**src/rtl/calc_op_responder_if.sv**
```systemverilog
// calc_op_responder_if
//  Request/response bundle between an operation initiator and calc_op_responder.
//  Request : req_valid, req_ready, a, b, oper
//  Response: rsp_valid, rsp_ready, out, rsp_err (rsp_err only with CALC_DIV0_ERR_EN)
//  Modports: master = initiator side, slave = responder side.
//  Optional feature macro: CALC_DIV0_ERR_EN
interface calc_op_responder_if #(
  parameter int W = 4
);
  logic           req_valid;
  logic           req_ready;
  logic [W-1:0]   a;
  logic [W-1:0]   b;
  logic [2:0]     oper;
  logic           rsp_valid;
  logic           rsp_ready;
  logic [2*W-1:0] out;
`ifdef CALC_DIV0_ERR_EN
  logic           rsp_err;
`endif

  modport master (
    output req_valid, a, b, oper, rsp_ready,
`ifdef CALC_DIV0_ERR_EN
    input  rsp_err,
`endif
    input  req_ready, rsp_valid, out
  );

  modport slave (
    input  req_valid, a, b, oper, rsp_ready,
`ifdef CALC_DIV0_ERR_EN
    output rsp_err,
`endif
    output req_ready, rsp_valid, out
  );
endinterface

```
**src/rtl/calc_op_responder.sv**
```systemverilog
// calc_op_responder
//  Sequential valid/ready calculator. One request in flight at a time:
//  IDLE accepts (a, b, oper), CALC computes, DONE presents the 2W-bit result
//  until the consumer takes it.
//  add/sub/and/or/xor finish in one CALC cycle; mul (shift-add) and div/mod
//  (restoring division) take exactly W CALC cycles, one operand bit per cycle,
//  walking bit W-1 down to 0.
//  Ports:
//    clk  - rising-edge clock
//    rst  - asynchronous active-high reset, discards any in-flight operation
//    bus  - calc_op_responder_if.slave (request + response channels)
//  Optional feature macro: CALC_DIV0_ERR_EN adds rsp_err, set for div/mod by 0.
module calc_op_responder #(
  parameter int W = 4
) (
  input  logic                 clk,
  input  logic                 rst,
  calc_op_responder_if.slave   bus
);
  localparam int CW = $clog2(W);

  localparam logic [2:0] OP_ADD = 3'b000;
  localparam logic [2:0] OP_SUB = 3'b001;
  localparam logic [2:0] OP_MUL = 3'b010;
  localparam logic [2:0] OP_DIV = 3'b011;
  localparam logic [2:0] OP_MOD = 3'b100;
  localparam logic [2:0] OP_AND = 3'b101;
  localparam logic [2:0] OP_OR  = 3'b110;
  localparam logic [2:0] OP_XOR = 3'b111;

  typedef enum logic [1:0] {IDLE, CALC, DONE} state_t;

  state_t         r_state;
  logic [W-1:0]   r_a;
  logic [W-1:0]   r_b;
  logic [2:0]     r_op;
  logic [CW-1:0]  r_cnt;
  logic [2*W-1:0] r_acc;   // multiply accumulator
  logic [W-1:0]   r_rem;   // division partial remainder
  logic [W-1:0]   r_q;     // division quotient bits
  logic [2*W-1:0] r_out;
  logic           r_req_ready;
  logic           r_rsp_valid;
`ifdef CALC_DIV0_ERR_EN
  logic           r_err;
`endif

  logic [2*W-1:0] w_a_ext;
  logic [2*W-1:0] w_b_ext;
  logic [2*W-1:0] w_simple;
  logic [2*W-1:0] w_mul_nxt;
  logic [W:0]     w_rem_sh;
  logic           w_ge;
  logic [W-1:0]   w_rem_nxt;
  logic [W-1:0]   w_q_nxt;
  logic           w_iter;
  logic           w_div0;
  logic [2*W-1:0] w_iter_res;

  assign w_a_ext = {{W{1'b0}}, r_a};
  assign w_b_ext = {{W{1'b0}}, r_b};
  assign w_iter  = (r_op == OP_MUL) || (r_op == OP_DIV) || (r_op == OP_MOD);
  assign w_div0  = (r_b == '0);

  // Single-cycle results; sub wraps modulo 2^(2W) naturally.
  always_comb begin
    w_simple = '0;
    case (r_op)
      OP_ADD:  w_simple = w_a_ext + w_b_ext;
      OP_SUB:  w_simple = w_a_ext - w_b_ext;
      OP_AND:  w_simple = w_a_ext & w_b_ext;
      OP_OR:   w_simple = w_a_ext | w_b_ext;
      OP_XOR:  w_simple = w_a_ext ^ w_b_ext;
      default: w_simple = '0;
    endcase
  end

  // MSB-first shift-add: acc = 2*acc + (b[i] ? a : 0).
  assign w_mul_nxt = (r_acc << 1) + (r_b[r_cnt] ? w_a_ext : '0);

  // Restoring division step: bring down a[i], subtract b when it fits.
  // With b=0 every step "fits", so rem accumulates a and the quotient is all ones.
  assign w_rem_sh  = {r_rem, r_a[r_cnt]};
  assign w_ge      = (w_rem_sh >= {1'b0, r_b});
  assign w_rem_nxt = w_ge ? W'(w_rem_sh - {1'b0, r_b}) : w_rem_sh[W-1:0];
  assign w_q_nxt   = r_q | ({{(W-1){1'b0}}, w_ge} << r_cnt);

  // Result on the final iteration; divide-by-zero quotient saturates to all ones.
  always_comb begin
    w_iter_res = '0;
    case (r_op)
      OP_MUL:  w_iter_res = w_mul_nxt;
      OP_DIV:  w_iter_res = w_div0 ? '1 : {{W{1'b0}}, w_q_nxt};
      OP_MOD:  w_iter_res = {{W{1'b0}}, w_rem_nxt};
      default: w_iter_res = '0;
    endcase
  end

  always_ff @(posedge clk or posedge rst) begin
    if (rst) begin
      r_state     <= IDLE;
      r_a         <= '0;
      r_b         <= '0;
      r_op        <= '0;
      r_cnt       <= '0;
      r_acc       <= '0;
      r_rem       <= '0;
      r_q         <= '0;
      r_out       <= '0;
      r_req_ready <= 1'b1;
      r_rsp_valid <= 1'b0;
`ifdef CALC_DIV0_ERR_EN
      r_err       <= 1'b0;
`endif
    end else begin
      case (r_state)
        IDLE: begin
          if (bus.req_valid) begin
            r_a         <= bus.a;
            r_b         <= bus.b;
            r_op        <= bus.oper;
            r_cnt       <= CW'(W-1);
            r_acc       <= '0;
            r_rem       <= '0;
            r_q         <= '0;
            r_req_ready <= 1'b0;
            r_state     <= CALC;
          end
        end
        CALC: begin
          if (!w_iter) begin
            r_out       <= w_simple;
            r_rsp_valid <= 1'b1;
`ifdef CALC_DIV0_ERR_EN
            r_err       <= 1'b0;
`endif
            r_state     <= DONE;
          end else begin
            r_acc <= w_mul_nxt;
            r_rem <= w_rem_nxt;
            r_q   <= w_q_nxt;
            if (r_cnt == '0) begin
              r_out       <= w_iter_res;
              r_rsp_valid <= 1'b1;
`ifdef CALC_DIV0_ERR_EN
              r_err       <= (r_op != OP_MUL) && w_div0;
`endif
              r_state     <= DONE;
            end else begin
              r_cnt <= r_cnt - 1'b1;
            end
          end
        end
        DONE: begin
          // No same-cycle bypass: req_ready only rises the cycle after the take.
          if (bus.rsp_ready) begin
            r_rsp_valid <= 1'b0;
            r_req_ready <= 1'b1;
            r_state     <= IDLE;
          end
        end
        default: begin
          r_state     <= IDLE;
          r_req_ready <= 1'b1;
          r_rsp_valid <= 1'b0;
        end
      endcase
    end
  end

  assign bus.req_ready = r_req_ready;
  assign bus.rsp_valid = r_rsp_valid;
  assign bus.out       = r_out;
`ifdef CALC_DIV0_ERR_EN
  assign bus.rsp_err   = r_err;
`endif

endmodule
```
**src/flat_wrapper.sv**
```systemverilog
// flat-port wrapper written by rule: the top's interface ports become plain ports
module calc_op_responder_flat 
#(
  parameter int W = 4
)
  (clk, rst, bus_req_valid, bus_a, bus_b, bus_oper, bus_rsp_ready, bus_req_ready, bus_rsp_valid, bus_out);
  calc_op_responder_if #(.W(W)) bus_i ();
  input  logic clk;
  input  logic rst;
  input wire logic [$bits(bus_i.req_valid)-1:0] bus_req_valid;
  input wire logic [$bits(bus_i.a)-1:0] bus_a;
  input wire logic [$bits(bus_i.b)-1:0] bus_b;
  input wire logic [$bits(bus_i.oper)-1:0] bus_oper;
  input wire logic [$bits(bus_i.rsp_ready)-1:0] bus_rsp_ready;
  output wire logic [$bits(bus_i.req_ready)-1:0] bus_req_ready;
  output wire logic [$bits(bus_i.rsp_valid)-1:0] bus_rsp_valid;
  output wire logic [$bits(bus_i.out)-1:0] bus_out;
  assign bus_i.req_valid = bus_req_valid;
  assign bus_i.a = bus_a;
  assign bus_i.b = bus_b;
  assign bus_i.oper = bus_oper;
  assign bus_i.rsp_ready = bus_rsp_ready;
  assign bus_req_ready = bus_i.req_ready;
  assign bus_rsp_valid = bus_i.rsp_valid;
  assign bus_out = bus_i.out;
  calc_op_responder #(.W(W)) u_core (.clk(clk), .rst(rst), .bus(bus_i));
endmodule
```
**config.mk**
```make
export PLATFORM = sky130hd
export DESIGN_NAME = calc_op_responder_flat
export DESIGN_NICKNAME = d
export VERILOG_FILES = /design/src/rtl/calc_op_responder_if.sv /design/src/rtl/calc_op_responder.sv /design/src/flat_wrapper.sv
export SDC_FILE = /design/constraint.sdc
export NUM_CORES = 1
export LEC_CHECK = 0
export ABC_AREA = 0
export BUFFER_PORTS_ARGS = -buffer_cell sky130_fd_sc_hd__buf_2
export CAP_MARGIN = 20
export CORE_MARGIN = 1.5
export CORE_UTILIZATION = 50
export DETAILED_ROUTE_END_ITERATION = 12
export PLACE_DENSITY = 0.75
export REMOVE_ABC_BUFFERS = 1
export SLEW_MARGIN = 40
export SYNTH_ARGS = -nofsm -noshare
export SYNTH_HDL_FRONTEND = slang
export SYNTH_SLANG_ARGS = --single-unit
```
**constraint.sdc**
```tcl
create_clock -name clk -period 2.9 [get_ports clk]
set_input_delay 0.145 -clock clk [delete_from_list [all_inputs] [get_ports clk]]
set_output_delay 0.145 -clock clk [all_outputs]
set_load 0.05 [all_outputs]
```
Word level (Yosys, flattened, before mapping). Index checks and enable logic that the tools add are counted. W data, S select, Z words.

Register bits: 40. Word-level logic and storage cells: 89. Output and inout bits: 10.

Order comparisons: 2. $add $sub $neg: 5. Shifts and indexed selects: 1. Bitwise operators: 6. Multiplexer cells: 35. Reduce and logical (&&, ||, !) cells: 14. Equal/unequal tests: 15.

Operators by type and width (count): $pmux W8 S5 (1); $mux W8 (3); $pmux W8 S3 (1); $mux W4 (5); $pmux W4 S2 (2); $mux W2 (7); $mux W7 (2); $pmux W7 S2 (1); $eq A3 B3 Y1 const B (4); $reduce_and A3 Y1 (4); $add A8 B4 Y8 (1); $ne A2 B2 Y1 const B (4); $or A4 B4 Y4 (2); $mux W1 (7); $eq A3 B2 Y1 const B (2); $pmux W1 S3 (2); $pmux W2 S3 (1); $add A4 B4 Y5 (1); $ge A5 B4 Y1 (1); $sub A4 B4 Y5 (1); $and A4 B4 Y4 (1); $bmux W1 S2 (2); $logic_not A2 Y1 (2); $logic_not A4 Y1 (1); other kinds (17) (20).

Longest topological paths before layout.
Depth after elaboration: 9. Mapped depth: 11. Mapped depth without buffers: 10.

Worst setup path after synthesis. Ideal clock, no wire load.

Kind: reg2reg. From: reg u_core.r_cnt[0]. To: reg u_core.r_out[1], in the netlist u_core.bus.out[1]. Stages on the path, launching flop included: 9. Buffers on the path: 1. Required time: 2.806 ns. Arrival: 2.665 ns. Period minus slack after synthesis: 2.758 ns. Path slack: 0.142 ns. Cell sequence: dfrtp_1 > clkbuf_1 > mux4_2 > ha_1 > nand2b_4 > a2111oi_4 > nor2_2 > a211o_1 > a221oi_2.

Cells in the longest elaborated chain, start to end: 9.

Ends and longest elaborated chain: start, declared (line calc_op_responder.sv:37) `logic [CW-1:0] r_cnt;`; start signal, assigned (line calc_op_responder.sv:122) `r_cnt <= CW'(W-1);`; start signal, assigned (line calc_op_responder.sv:150) `r_cnt <= r_cnt - 1'b1;`; $bmux W1 S2 (line calc_op_responder.sv:83) `assign w_rem_sh = {r_rem, r_a[r_cnt]};`; $mux W1 (implied by the code) (line calc_op_responder.sv:83); $ge A5 B4 Y1 (line calc_op_responder.sv:84) `assign w_ge = (w_rem_sh >= {1'b0, r_b});`; $shl A1 B2 Y4 (line calc_op_responder.sv:86) `assign w_q_nxt = r_q | ({{(W-1){1'b0}}, w_ge} << r_cnt);`; $or A4 B4 Y4 (line calc_op_responder.sv:86); $mux W8 (line calc_op_responder.sv:93) `OP_DIV: w_iter_res = w_div0 ? '1 : {{W{1'b0}}, w_q_nxt};`; $pmux W8 S3 (line calc_op_responder.sv:91) `case (r_op)`; $mux W8 (line calc_op_responder.sv:142) `if (r_cnt == '0) begin`; $mux W8 (line calc_op_responder.sv:131) `if (!w_iter) begin`; end signal, assigned (line calc_op_responder.sv:132) `r_out <= w_simple;`; end signal, assigned (line calc_op_responder.sv:143) `r_out <= w_iter_res;`; end, declared (line calc_op_responder.sv:41) `logic [2*W-1:0] r_out;`.

Parallel ways exist; a longest one is shown, timed or not. The select of a mux whose other input is x is not followed. A chain may end at the register's enable or synchronous reset.

Worst setup path after layout.
From: reg u_core.r_a[2]. To: reg u_core.r_out[2], in the netlist u_core.bus.out[2].

Cells in the longest elaborated chain, start to end: 9.

Ends and longest elaborated chain: start, declared (line calc_op_responder.sv:34) `logic [W-1:0] r_a;`; start signal, assigned (line calc_op_responder.sv:119) `r_a <= bus.a;`; $bmux W1 S2 (line calc_op_responder.sv:83); $mux W1 (implied by the code) (line calc_op_responder.sv:83); $ge A5 B4 Y1 (line calc_op_responder.sv:84); $shl A1 B2 Y4 (line calc_op_responder.sv:86); $or A4 B4 Y4 (line calc_op_responder.sv:86); $mux W8 (line calc_op_responder.sv:93); $pmux W8 S3 (line calc_op_responder.sv:91); $mux W8 (line calc_op_responder.sv:142); $mux W8 * (line calc_op_responder.sv:131).

Mark *: on every way between the ends. The rest lies on a longest branch, timed or not. The select of a mux whose other input is x is not followed.

==> impl_metrics.toml <==
[final_layout]
drive_above_1_share_pct = 18.00
nFillCells = 479
fin_util_pct = 58.74
area.growth.synth_to_final_pct = 13.18
fin_nets = 388
n_antenna_cell = 0

[clock_tree]
cts_max_level = 2
clk_latency_ps = 310
postCtsSetupBuffers = 0
clk_pin_slew_ps = 80
clock_path_buffers = 2
clkSinkCount = 40
cts_tree = "done"
cts-root-buf = "clkbuf_8"
cts_made_buffers = 5

[global_routing]
grt_pass1_wl_microns = 12210
grt-ovfl-total = 0
grt_pass1_vias = 2412
grt_antenna_before_repair = 0
grt_max_degree = 41
track_usage_pct = 25.96

[synthesis]
netlist_instances = 318
ys_warn_count = 0
synth_top_cell_area_share_pct = 34.15
ys_seq_area_share_pct = 35.07
synth_common_cells = "dfrtp_1, nand2_1, o21ai_0"
yosysTopAreaCell = "dfrtp_1"
syn-cell-area_sq_um = 2858
yosysMostFrequentCell = "dfrtp_1"
synth.avg_cell_area_sq_um = 8.987
async_flop_share_pct = 100.0
synth_area_leaders = "dfrtp_1, ha_1, o21ai_0"
synth-main-ff-cell = "dfrtp_1"
ys_types = 61
synth-edff-count = 0
ys_ff_latch = 40

[power_and_ir_drop]
clockPowerShare_pct = 11.0
p_switching_mw = 2.227
p_per_area_nw_per_um2 = 1348
leakagePower_nw = 1.458
ir_worst_vdd_mv = 0.7400
sw_frac_of_total_pct = 51.07
internal-power_mw = 2.134
combPwrFrac_pct = 66.3
power_frac_seq_pct = 22.7

[placed_design]
dp_hpwl_microns = 5510
port_buffers = 24
globalplace.congestion = 0.9987

[detailed_routing]
dr.pass1.iters = 7
vias = 2548
routed_wl_microns = 7452
drc = 0
dr.first_iter.drc_count = 233
ant_nets = 0
via_per_inst = 6.038
avgRoutedWirePerCell_microns = 17.66

[timing]
layout_min_cycle_time_ps = 2768
fmax_mhz = 361.3
setup_viol = 0
worst_slew_pin_slew_ps = 636.6
maxSlewHeadroom_pct = 57.37
finClkSkew_ps = 12.10
hold_viol_final = 0
fin_setup_tns_ps = 0
finalCritPeriodShare_pct = 95.45
drv_slew = 0
rsz0062_at_grt = "no"

[outcome]
run_status = "finished, final reports clean"

[min_path]
hold_depth = 3
min_from = "bus_b[1]"
min_to = "u_core.r_b[1]$_DFFE_PP0P_"
hp-class = "in -> reg"

[setup_path]
crit_arrival_ps = 2960
rr_worst_depth = 9
cp_max_fo = 5
r2r_start = "u_core.r_a[2]$_DFFE_PP0P_"
crit_required_ps = 3090
reg2reg_slack_ps = 130
crit_path_start_kind = "flop"
end_kind = "flop"
timing.rr.end = "u_core.bus.out[2]$_DFFE_PP0P_"
crit_type = "reg -> reg"

[run]
drv_cap = 0

[die]
die_area_sq_um = 6178
ios = 25
die_h_microns = 78.60
rows = 27
start_util_pct = 51.90
dieWidth_microns = 78.60
core_area_sq_um = 5507
## metrics by stage
| stage | setup slack, ps | hold slack (ps) | instances | power [mW] | area [sq um] |
|---|---|---|---|---|---|
| after global routing | 47.95 | 63.33 | 422 | 4.682 | 3234 |
| after CTS | 137.7 | 35.97 | 422 | 4.324 | 3233 |
| after global placement | 222.8 | 303.9 | 413 | 3.763 | 3108 |
| final | 132.1 | 41.11 | 422 | 4.361 | 3234 |
| after floorplan | 190.3 | 261.8 | 305 | 3.017 | 2803 |
| after detailed placement | 164.7 | 301.2 | 413 | 3.815 | 3108 |
## placed cells by master (no fill, tap or decap), drive strengths merged, types with 3 or more instances in the layout
cell type / count
nor2b: 6
nand3: 10
nor3: 6
mux2: 3
clkbuf: 5
or2: 4
nor3b: 3
a211oi: 5
o21ai: 31
mux2i: 3
nor2: 23
a211o: 3
ha: 20
nand2b: 9
or3: 3
nand2: 29
a221oi: 5
a21o: 4
a21oi: 17
fa: 4
xor2: 4
buf: 36
and2: 3
inv: 25
xnor2: 4
o21bai: 4
a31oi: 7
dfrtp: 39
## power groups by stage
stage / registers, mW / clock network [mW] / logic [mW]
after floorplan: 1.27 / 0 / 1.75
after global placement: 0.979 / 0 / 2.78
after detailed placement: 0.994 / 0 / 2.82
after CTS: 0.983 / 0.489 / 2.85
after global routing: 1.02 / 0.509 / 3.15
final: 0.989 / 0.479 / 2.89
## cell families (layout without fill, tap and decap cells)
kind of cell / count (synthesis) / after routing / synth area share (%)
muxes: 8 / 8 / 3.809
adders and majority gates: 24 / 24 / 11.56
xor gates and xnor gates: 8 / 8 / 2.452
AOI/OAI and AO/OA: 99 / 99 / 24.17
buffers and inverters: 38 / 70 / 5.210
DFF: 40 / 40 / 35.07
and+or+nand+nor: 101 / 101 / 17.73
## routing by layer
metal  vias up  part of all wire (%)  wire (microns)  GRT usage, %
met5         -                     0               0             0
met1      1199                    43            3172         33.55
met4         0                   2.5             184         7.679
met3        25                   6.9             514         5.000
li1       1193                     -               -             -
met2       131                    48            3581         43.88
## flip-flops by register name (all words and copies together) (netlist names)
signal,cells
u_core.bus.req_ready,1
u_core.r_acc,7
u_core.bus.rsp_valid,1
u_core.bus.out,8
u_core.r_cnt,2
u_core.r_b,4
u_core.r_q,4
u_core.r_rem,4
u_core.r_state,2
u_core.r_op,3
u_core.r_a,4
## worst max path at each step
stage,endpoint,cells after the start,start,slack [ps]
5_1_grt,u_core.bus.out[2]$_DFFE_PP0P_,9,u_core.r_a[2]$_DFFE_PP0P_,50
2_1_floorplan,u_core.bus.out[1]$_DFFE_PP0P_,8,u_core.r_a[1]$_DFFE_PP0P_,190
3_3_place_gp,u_core.bus.out[1]$_DFFE_PP0P_,7,u_core.r_cnt[0]$_DFFE_PP0P_,220
4_1_cts,u_core.bus.out[1]$_DFFE_PP0P_,7,u_core.r_cnt[0]$_DFFE_PP0P_,140
6_report,u_core.bus.out[2]$_DFFE_PP0P_,9,u_core.r_a[2]$_DFFE_PP0P_,130
3_5_place_dp,u_core.bus.out[1]$_DFFE_PP0P_,7,u_core.r_cnt[0]$_DFFE_PP0P_,160
## layout make-up
| class | count | area, sq um | share of cell area [%] |
|---|---|---|---|
| clock buffer | 5 | 68.82 | 2.128 |
| clock inverter | 3 | 46.29 | 1.431 |
| inverter | 25 | 93.84 | 2.901 |
| multi-input combinational | 240 | 1712 | 52.92 |
| sequential | 40 | 1003 | 31.03 |
| tap | 72 | 90.09 | 2.785 |
| timing repair buffer | 37 | 220.2 | 6.809 |
## worst max-delay path: stages, from the launching register on
cell and delay, ps:
dfrtp_1 410, inv_1 110, mux4_2 500, ha_1 340
nand2b_4 140, a2111oi_4 80, buf_4 160, or3_1 360
o211a_1 230, a221oi_1 320
## repair_timing
item | in CTS | in global routing
setup endpoints to repair | 0 | 1
hold endpoints to repair | 39 | 0
resized for setup | 0 | 1
hold buffers | 1 | 0
No activity file was read; power rests on OpenSTA's default activity.
